--- src/rtl/result_fifo_if.sv ---
// Handshake bundle between the result producer/consumer and result_fifo.
// The master side drives writes, pops and error clears; the slave side
// (the FIFO) returns the head entry and its status.
interface result_fifo_if #(
   parameter int WIDTH = 4,
   parameter int DEPTH = 4
);
   localparam int CW = $clog2(DEPTH) + 1;

   logic [WIDTH-1:0] in_data;
   logic             wr_en;
   logic             rd_en;
   logic             clr_err;
   logic [WIDTH-1:0] out_data;
   logic             empty;
   logic             full;
   logic [CW-1:0]    count;
   logic             overflow;
   logic             underflow;

   modport master (
      output in_data, wr_en, rd_en, clr_err,
      input  out_data, empty, full, count, overflow, underflow
   );

   modport slave (
      input  in_data, wr_en, rd_en, clr_err,
      output out_data, empty, full, count, overflow, underflow
   );
endinterface

--- src/rtl/result_fifo.sv ---
// First-word-fall-through buffer for the registered adder result.
// The head entry is always presented on out_data (0 while empty); overflow
// and underflow are latched in sticky flags until clr_err or reset.
// DEPTH must be a power of two so the pointers wrap naturally.
module result_fifo #(
   parameter int WIDTH = 4,
   parameter int DEPTH = 4
) (
   input logic          clk,
   input logic          rst_n,
   result_fifo_if.slave bus
);
   localparam int AW = $clog2(DEPTH);
   localparam int CW = AW + 1;

   logic [WIDTH-1:0] mem [DEPTH];
   logic [AW-1:0]    wr_ptr;
   logic [AW-1:0]    rd_ptr;
   logic [CW-1:0]    count;
   logic             overflow;
   logic             underflow;

   logic             empty;
   logic             full;
   logic             wr_acc;
   logic             rd_acc;
   logic             ovf_evt;
   logic             udf_evt;

   assign empty   = (count == '0);
   assign full    = (count == CW'(DEPTH));

   // A full FIFO still takes a write when the same cycle pops the head.
   assign wr_acc  = bus.wr_en && (!full || bus.rd_en);
   assign rd_acc  = bus.rd_en && !empty;
   assign ovf_evt = bus.wr_en && full && !bus.rd_en;
   assign udf_evt = bus.rd_en && empty;

   // Storage array; cleared on reset so stale results never leak out.
   always_ff @(posedge clk or negedge rst_n) begin
      if (!rst_n) begin
         for (int i = 0; i < DEPTH; i++) begin
            mem[i] <= '0;
         end
      end else if (wr_acc) begin
         mem[wr_ptr] <= bus.in_data;
      end
   end

   // Pointers and occupancy move together so status has no extra latency.
   always_ff @(posedge clk or negedge rst_n) begin
      if (!rst_n) begin
         wr_ptr <= '0;
         rd_ptr <= '0;
         count  <= '0;
      end else begin
         if (wr_acc) wr_ptr <= wr_ptr + 1'b1;
         if (rd_acc) rd_ptr <= rd_ptr + 1'b1;
         unique case ({wr_acc, rd_acc})
            2'b10:   count <= count + 1'b1;
            2'b01:   count <= count - 1'b1;
            default: count <= count;
         endcase
      end
   end

   // Sticky error flags; a fresh error outranks a clear in the same cycle.
   always_ff @(posedge clk or negedge rst_n) begin
      if (!rst_n) begin
         overflow  <= 1'b0;
         underflow <= 1'b0;
      end else begin
         if (ovf_evt)          overflow  <= 1'b1;
         else if (bus.clr_err) overflow  <= 1'b0;
         if (udf_evt)          underflow <= 1'b1;
         else if (bus.clr_err) underflow <= 1'b0;
      end
   end

   assign bus.out_data  = empty ? '0 : mem[rd_ptr];
   assign bus.empty     = empty;
   assign bus.full      = full;
   assign bus.count     = count;
   assign bus.overflow  = overflow;
   assign bus.underflow = underflow;
endmodule

--- src/flat_wrapper.sv ---
// flat-port wrapper written by rule: the top's interface ports become plain ports
module result_fifo_flat 
#(
   parameter int WIDTH = 4,
   parameter int DEPTH = 4
)
  (clk, rst_n, bus_in_data, bus_wr_en, bus_rd_en, bus_clr_err, bus_out_data, bus_empty, bus_full, bus_count, bus_overflow, bus_underflow);
  result_fifo_if #(.WIDTH(WIDTH), .DEPTH(DEPTH)) bus_i ();
  input logic clk;
  input logic rst_n;
  input wire logic [$bits(bus_i.in_data)-1:0] bus_in_data;
  input wire logic [$bits(bus_i.wr_en)-1:0] bus_wr_en;
  input wire logic [$bits(bus_i.rd_en)-1:0] bus_rd_en;
  input wire logic [$bits(bus_i.clr_err)-1:0] bus_clr_err;
  output wire logic [$bits(bus_i.out_data)-1:0] bus_out_data;
  output wire logic [$bits(bus_i.empty)-1:0] bus_empty;
  output wire logic [$bits(bus_i.full)-1:0] bus_full;
  output wire logic [$bits(bus_i.count)-1:0] bus_count;
  output wire logic [$bits(bus_i.overflow)-1:0] bus_overflow;
  output wire logic [$bits(bus_i.underflow)-1:0] bus_underflow;
  assign bus_i.in_data = bus_in_data;
  assign bus_i.wr_en = bus_wr_en;
  assign bus_i.rd_en = bus_rd_en;
  assign bus_i.clr_err = bus_clr_err;
  assign bus_out_data = bus_i.out_data;
  assign bus_empty = bus_i.empty;
  assign bus_full = bus_i.full;
  assign bus_count = bus_i.count;
  assign bus_overflow = bus_i.overflow;
  assign bus_underflow = bus_i.underflow;
  result_fifo #(.WIDTH(WIDTH), .DEPTH(DEPTH)) u_core (.clk(clk), .rst_n(rst_n), .bus(bus_i));
endmodule
--- config.mk ---
export PLATFORM = sky130hd
export DESIGN_NAME = result_fifo_flat
export DESIGN_NICKNAME = d
export VERILOG_FILES = /design/src/rtl/result_fifo_if.sv /design/src/rtl/result_fifo.sv /design/src/flat_wrapper.sv
export SDC_FILE = /design/constraint.sdc
export NUM_CORES = 1
export LEC_CHECK = 0
export ABC_CLOCK_PERIOD_IN_PS = 3800
export BUFFER_PORTS_ARGS = -buffer_cell sky130_fd_sc_hd__buf_4
export CORE_ASPECT_RATIO = 0.7
export CORE_MARGIN = 2
export CORE_UTILIZATION = 62
export CTS_BUF_LIST = sky130_fd_sc_hd__clkbuf_8
export DETAILED_ROUTE_END_ITERATION = 7
export PLACE_DENSITY_LB_ADDON = 0.08
export SETUP_SLACK_MARGIN = 0.05
export SYNTH_ARGS = -nofsm -noshare
export SYNTH_HDL_FRONTEND = slang
export SYNTH_SLANG_ARGS = --single-unit
--- constraint.sdc ---
create_clock -name clk -period 3.8 [get_ports clk]
set_input_delay 0.76 -clock clk [delete_from_list [all_inputs] [get_ports clk]]
set_output_delay 0.76 -clock clk [all_outputs]
set_load 0.05 [all_outputs]
* Yosys cells after proc, flatten, opt, wreduce, memory -nomap -nowiden *
Cells that the tools add are included.

storage, ports and cells
  flip-flop bits (word level) = 25
  word-level logic and storage cells = 46

operators by class
  $add $sub $neg = 4
  $lt $le $gt $ge = 3
  equal/unequal tests = 3
  mux-type cells = 11
  bitwise operators = 2
  reduce and logical (&&, ||, !) cells = 14

operators with widths
  kind                   count
  $bwmux W16             1
  $mux W4                4
  $bmux W4 S2            1
  $demux W4 S2           1
  $ge A3 B3 Y1 const B   2
  $logic_and A1 B1 Y1    6
  $not A2 Y3             2
  $pmux W3 S2            1
  $reduce_bool A2 Y1     3
  $add A2 B1 Y2 const B  2
  $add A3 B1 Y3 const B  1
  $eq A3 B3 Y1 const B   1
  $logic_not A1 Y1       3
  $logic_not A3 Y1       1
  $lt A3 B1 Y1 const B   1
  $mux W1                3
  $sub A3 B1 Y3 const B  1
  $eq A2 B1 Y1 const B   1
  $eq A2 B2 Y1 const B   1
  $logic_or A1 B1 Y1     1

* Longest topological paths before layout *
  depth in word-level cells = 6
  mapped depth = 9

* Least setup slack after synthesis *
OpenSTA, ideal clock, no wires.

  kind = reg2reg
  start = register u_core.count[0] (netlist: u_core.bus.count[0])
  end = register u_core.count[2] (netlist: u_core.bus.count[2])
  library setup time = 145 ps
  arrival time = 2358 ps
  path slack = 1297 ps
  cell stages (with the launch flop) = 10
  period minus slack after synthesis = 2503 ps
  path through = dfrtp_1 -> or3_1 -> inv_1 -> nor2_1 -> ha_1 -> inv_1 -> fa_1 -> xor2_1 -> nor2_1 -> xor2_1

RTL lines
  what                                               RTL line            RTL
  start: declaration                                 result_fifo.sv:19   logic [CW-1:0] count;
  start signal: assignment                           result_fifo.sv:60   2'b10: count <= count + 1'b1;
  start signal: assignment                           result_fifo.sv:61   2'b01: count <= count - 1'b1;
  start signal: assignment                           result_fifo.sv:62   default: count <= count;
  $logic_not A3 Y1 (*)                               result_fifo.sv:30   assign empty = (count == '0);
  via bus_empty                                      flat_wrapper.sv:16  output wire logic [$bits(bus_i.empty)-1:0] bus_empty;
  $logic_not A1 Y1 (*)                               result_fifo.sv:35   assign rd_acc = bus.rd_en && !empty;
  $logic_and A1 B1 Y1 (*)                            result_fifo.sv:35
  via u_core.rd_acc                                  result_fifo.sv:26   logic rd_acc;
  $eq A2 B1 Y1 or $eq A2 B2 Y1 (tied branches)       result_fifo.sv:59   unique case ({wr_acc, rd_acc})
  $pmux W3 S2 or $reduce_bool A2 Y1 (tied branches)  -

The timed path passes the listed nets; every way through them passes the cells marked *.
A chain may end at the register's enable or synchronous reset.

* Worst setup path after layout *
  start = register u_core.rd_ptr[0]
  end = output port bus_out_data[1]

between the ends
  longest elaborated chain between the ends = 5

ends and longest elaborated chain
  what                                         RTL line            RTL
  start: declaration                           result_fifo.sv:18   logic [AW-1:0] rd_ptr;
  start signal: assignment                     result_fifo.sv:58   if (rd_acc) rd_ptr <= rd_ptr + 1'b1;
  $not A2 Y3 (not written as such)             result_fifo.sv:80   assign bus.out_data = empty ? '0 : mem[rd_ptr];
  $bmux W4 S2                                  result_fifo.sv:80
  $mux W4 (not written as such) (2 in series)  result_fifo.sv:80
  $mux W4                                      result_fifo.sv:80
  end: declaration                             flat_wrapper.sv:15  output wire logic [$bits(bus_i.out_data)-1:0] bus_out_data;

No other way between the ends. The select of a mux whose other input is x is not followed.

==> results.md <==
Logic synthesis:
- Synthesis handed over a netlist of 89 instances.
- The number of nets in the synthesized netlist is 104.
- After synthesis, the cell types taking the most area are sky130_fd_sc_hd__dfrtp_1 51%, sky130_fd_sc_hd__mux2_2 16%, sky130_fd_sc_hd__mux4_2 7.4%.
- After synthesis the cells add up to 1220 µm².
- The flip-flop and latch count after synthesis is 25.
- A synthesized cell averages 13.7 µm².
- Among all flip-flop cells after synthesis, the most frequent one is sky130_fd_sc_hd__dfrtp_1.
- The share of the synthesized area in the top cell type is 0.514.
- For this run, the number of Yosys warnings is 0.
- The dominant cell type by area after synthesis is sky130_fd_sc_hd__dfrtp_1.
- The share of async-settable or async-resettable flops after synthesis is 1.00.
- Sorting the synthesized cells by how often they occur yields 25 x sky130_fd_sc_hd__dfrtp_1, 17 x sky130_fd_sc_hd__mux2_2, 8 x sky130_fd_sc_hd__inv_1.
- The synthesized netlist contains 20 unique library cells.
- By instance count, the leading cell after synthesis is sky130_fd_sc_hd__dfrtp_1.
- Of the synthesized area, sequential elements account for 0.514.
- The number of enable-type register cells in the synthesized netlist is 0.

Setup path:
- The worst reg2reg path endpoint is u_core.bus.count[2].
- In this run the worst path has a maximum fanout of 6.
- The worst register-to-register path begins at u_core.bus.count[0].
- Traced cell by cell, the critical path runs through mux4_2 > and2_1 > buf_4.
- The worst setup path is captured at an output pin.
- The slowest stage cell on the critical path is sky130_fd_sc_hd__mux4_2.
- The delay contributed by the slowest stage of the critical path is 0.55 ns.
- STA puts the critical path data required time at 3.04 ns.
- The endpoint arrival time on the critical path is 1.69 ns.
- By startpoint and endpoint, the worst setup path is classified as flop to output pin.
- The cell count of the worst reg-to-reg path is 8.
- STA classifies the critical path startpoint as a flop.
- The slack of the worst reg-to-reg path is 1.60 ns.

Cells and area:
- The area of the multi-input gates is 557 µm².
- The area growth from synthesis to layout is 17.3%.
- 0 antenna diodes ended up in the layout.
- The number of nets at the end of the flow is 127.
- The ratio of cells with drive above 1 in the final layout is 0.396.
- Summing all flip-flop and latch instances after layout gives 626 µm².
- The filler cells instantiated in the layout total 129.
- The utilization of the core after routing is 0.770.
- The final cell count without fillers is 133.

Detailed routing:
- The routed layout has 729 vias.
- The first detailed-routing pass took 4 iterations.
- The per-cell routed wire length is 15.7 µm.
- The number of nets still failing antenna checks after routing is 0.
- After detailed routing, the number of remaining DRC violations is 0.
- Dividing the detail-routed via count by the number of cells gives 5.48.
- Wires add up to 2090 µm.
- The DRC marker count from the first detailed-route iteration is 5.

Floorplanning:
- In this run the vertical extent of the chip is 41.1 µm.
- The top-level I/O count is 20.
- The die outline width is 57.0 µm.
- The total area inside the core boundary comes to 1850 µm².
- The initial utilization of the core area, before any placement, comes to 0.657.
- The count of standard-cell rows is 13.
- The die footprint is 2340 µm².

CTS:
- The clock slew seen by the registers of the worst setup and hold paths is 0.08 ns.
- The buffer type at the clock tree root is sky130_fd_sc_hd__clkbuf_8.
- The CTS tree is built.
- The number of hold buffers added after CTS was 0.
- The clock passes through at most 2 buffers.
- The H-tree depth is 1.
- The clock latency on the worst-skew pair is 0.26 ns.
- The number of setup buffers added after CTS is 0.
- Gates resized during post-CTS repair numbered 0.
- The number of clock buffers added by TritonCTS is 3.
- The clock net in this run drives a total of 25 sinks.

STA:
- The final critical-path setup slack is 1.35 ns.
- The final-report max-slew violation count is 0.
- The final sum of negative setup slack is 0 ns.
- After layout, the minimum clock period comes to 2.45 ns.
- The worst slew margin relative to its limit is 0.709.
- The maximum clock skew at final layout is 0.00419 ns.
- For the pin with the worst max-slew slack, the measured transition is 0.434 ns.
- Setup repair after global routing left no endpoint under its margin.
- The hold violation count in the final report is 0.
- The maximum clock frequency is 408 MHz.
- In the finished design, the share of the clock period the worst path needs comes to 0.645.
- The setup violation total in the final timing report is 0.

Global routing:
- The initial antenna violation count is 0.
- The via count of the first global-routing pass is 625.
- Across every metal layer, demand over resource in global routing totals 0.196.
- Summed over all layers, the global routing overflow is 0.
- Entering global routing, the biggest net connects 26 pins.
- The first global-routing pass estimated 3080 µm of wire.

Placed design:
- The number of port buffers is 19.
- Counting tap cells, the placed design contains a total of 129 instances.
- The half-perimeter wire length after placement is 1640 µm.
- The congestion estimate from routability-driven global placement came to 0.666.
- The worst-case setup slack after placement is 1.26 ns.

Hold path:
- The type of the most critical hold path is primary input to asynchronous set/reset pin.

Outcome:
- The flow ran to the end, and the final reports show no timing, DRC or antenna violations.

Job:
- Max-cap violations in this run came to 0.
==> per-layer routing <==
| layer | track usage | up-vias | part of all wire |
|---|---|---|---|
| met1 | 0.275 | 370 | 0.49 |
| li1 | - | 346 | - |
| met2 | 0.299 | 11 | 0.46 |
| met3 | 0.0662 | 2 | 0.040 |
| met5 | 0 | - | 0 |
| met4 | 0.0523 | 0 | 0.0062 |
==> state kept, by name (all words and copies together), names as in the netlist <==
| signal | cells |
|---|---|
| u_core.bus.count | 3 |
| u_core.bus.overflow | 1 |
| u_core.bus.underflow | 1 |
| u_core.mem | 16 |
| u_core.rd_ptr | 2 |
| u_core.wr_ptr | 2 |
==> critical path, delay by kind of cell, from the launching register on <==
family,cells,cell delay [ns]
mux,1,0.55
buf+inv,1,0.18
flops,1,0.53
simple gates,1,0.17
==> cells by family after synthesis <==
logic type                 Yosys count  share of synthesized area
buffers and inverters                9                     0.0288
muxes                               22                      0.239
and+or+nand+nor                     19                     0.0915
AOI/OAI and AO/OA                    2                     0.0154
DFF                                 25                      0.514
adders and majority gates            6                     0.0678
xor gates and xnor gates             6                     0.0432
==> cell usage in the layout (no fill, tap or decap), drive strengths merged, types with 4 or more instances in the layout <==
cell | Yosys | final
and2 | 4 | 4
inv | 8 | 9
ha | 5 | 5
mux4 | 4 | 4
buf | 1 | 19
mux2 | 17 | 17
dfrtp | 25 | 25
nand2 | 4 | 4
nor2 | 6 | 6
==> how the worst max path moves through the flow <==
stage / startpoint / to / cells past startpoint
2_1_floorplan: u_core.bus.count[0] / u_core.bus.count[2] / 9
3_3_place_gp: bus_rd_en / u_core.bus.count[2] / 9
3_5_place_dp: bus_rd_en / u_core.bus.count[2] / 9
4_1_cts: u_core.rd_ptr[0] / bus_out_data[1] / 3
5_1_grt: u_core.rd_ptr[0] / bus_out_data[3] / 3
6_report: u_core.rd_ptr[0] / bus_out_data[1] / 3
==> through the flow <==
step	area [µm²]	hold slack, ns
after global placement	1380	0.483
after CTS	1430	0.389
after detailed placement	1380	0.495
after global routing	1430	0.396
final	1430	0.381
after floorplan	1220	0.464
==> final cells by class <==
cell class,count,area share
inverters,8,0.0210
flip-flops and latches,25,0.438
clock buffers,3,0.0289
well taps,22,0.0193
multi-input cells,55,0.390
repair buffers,19,0.0999
clock inverters,1,0.00263
Power is not shown: default switching activity piles up to over one toggle a cycle in this logic, so the estimate is an artifact.
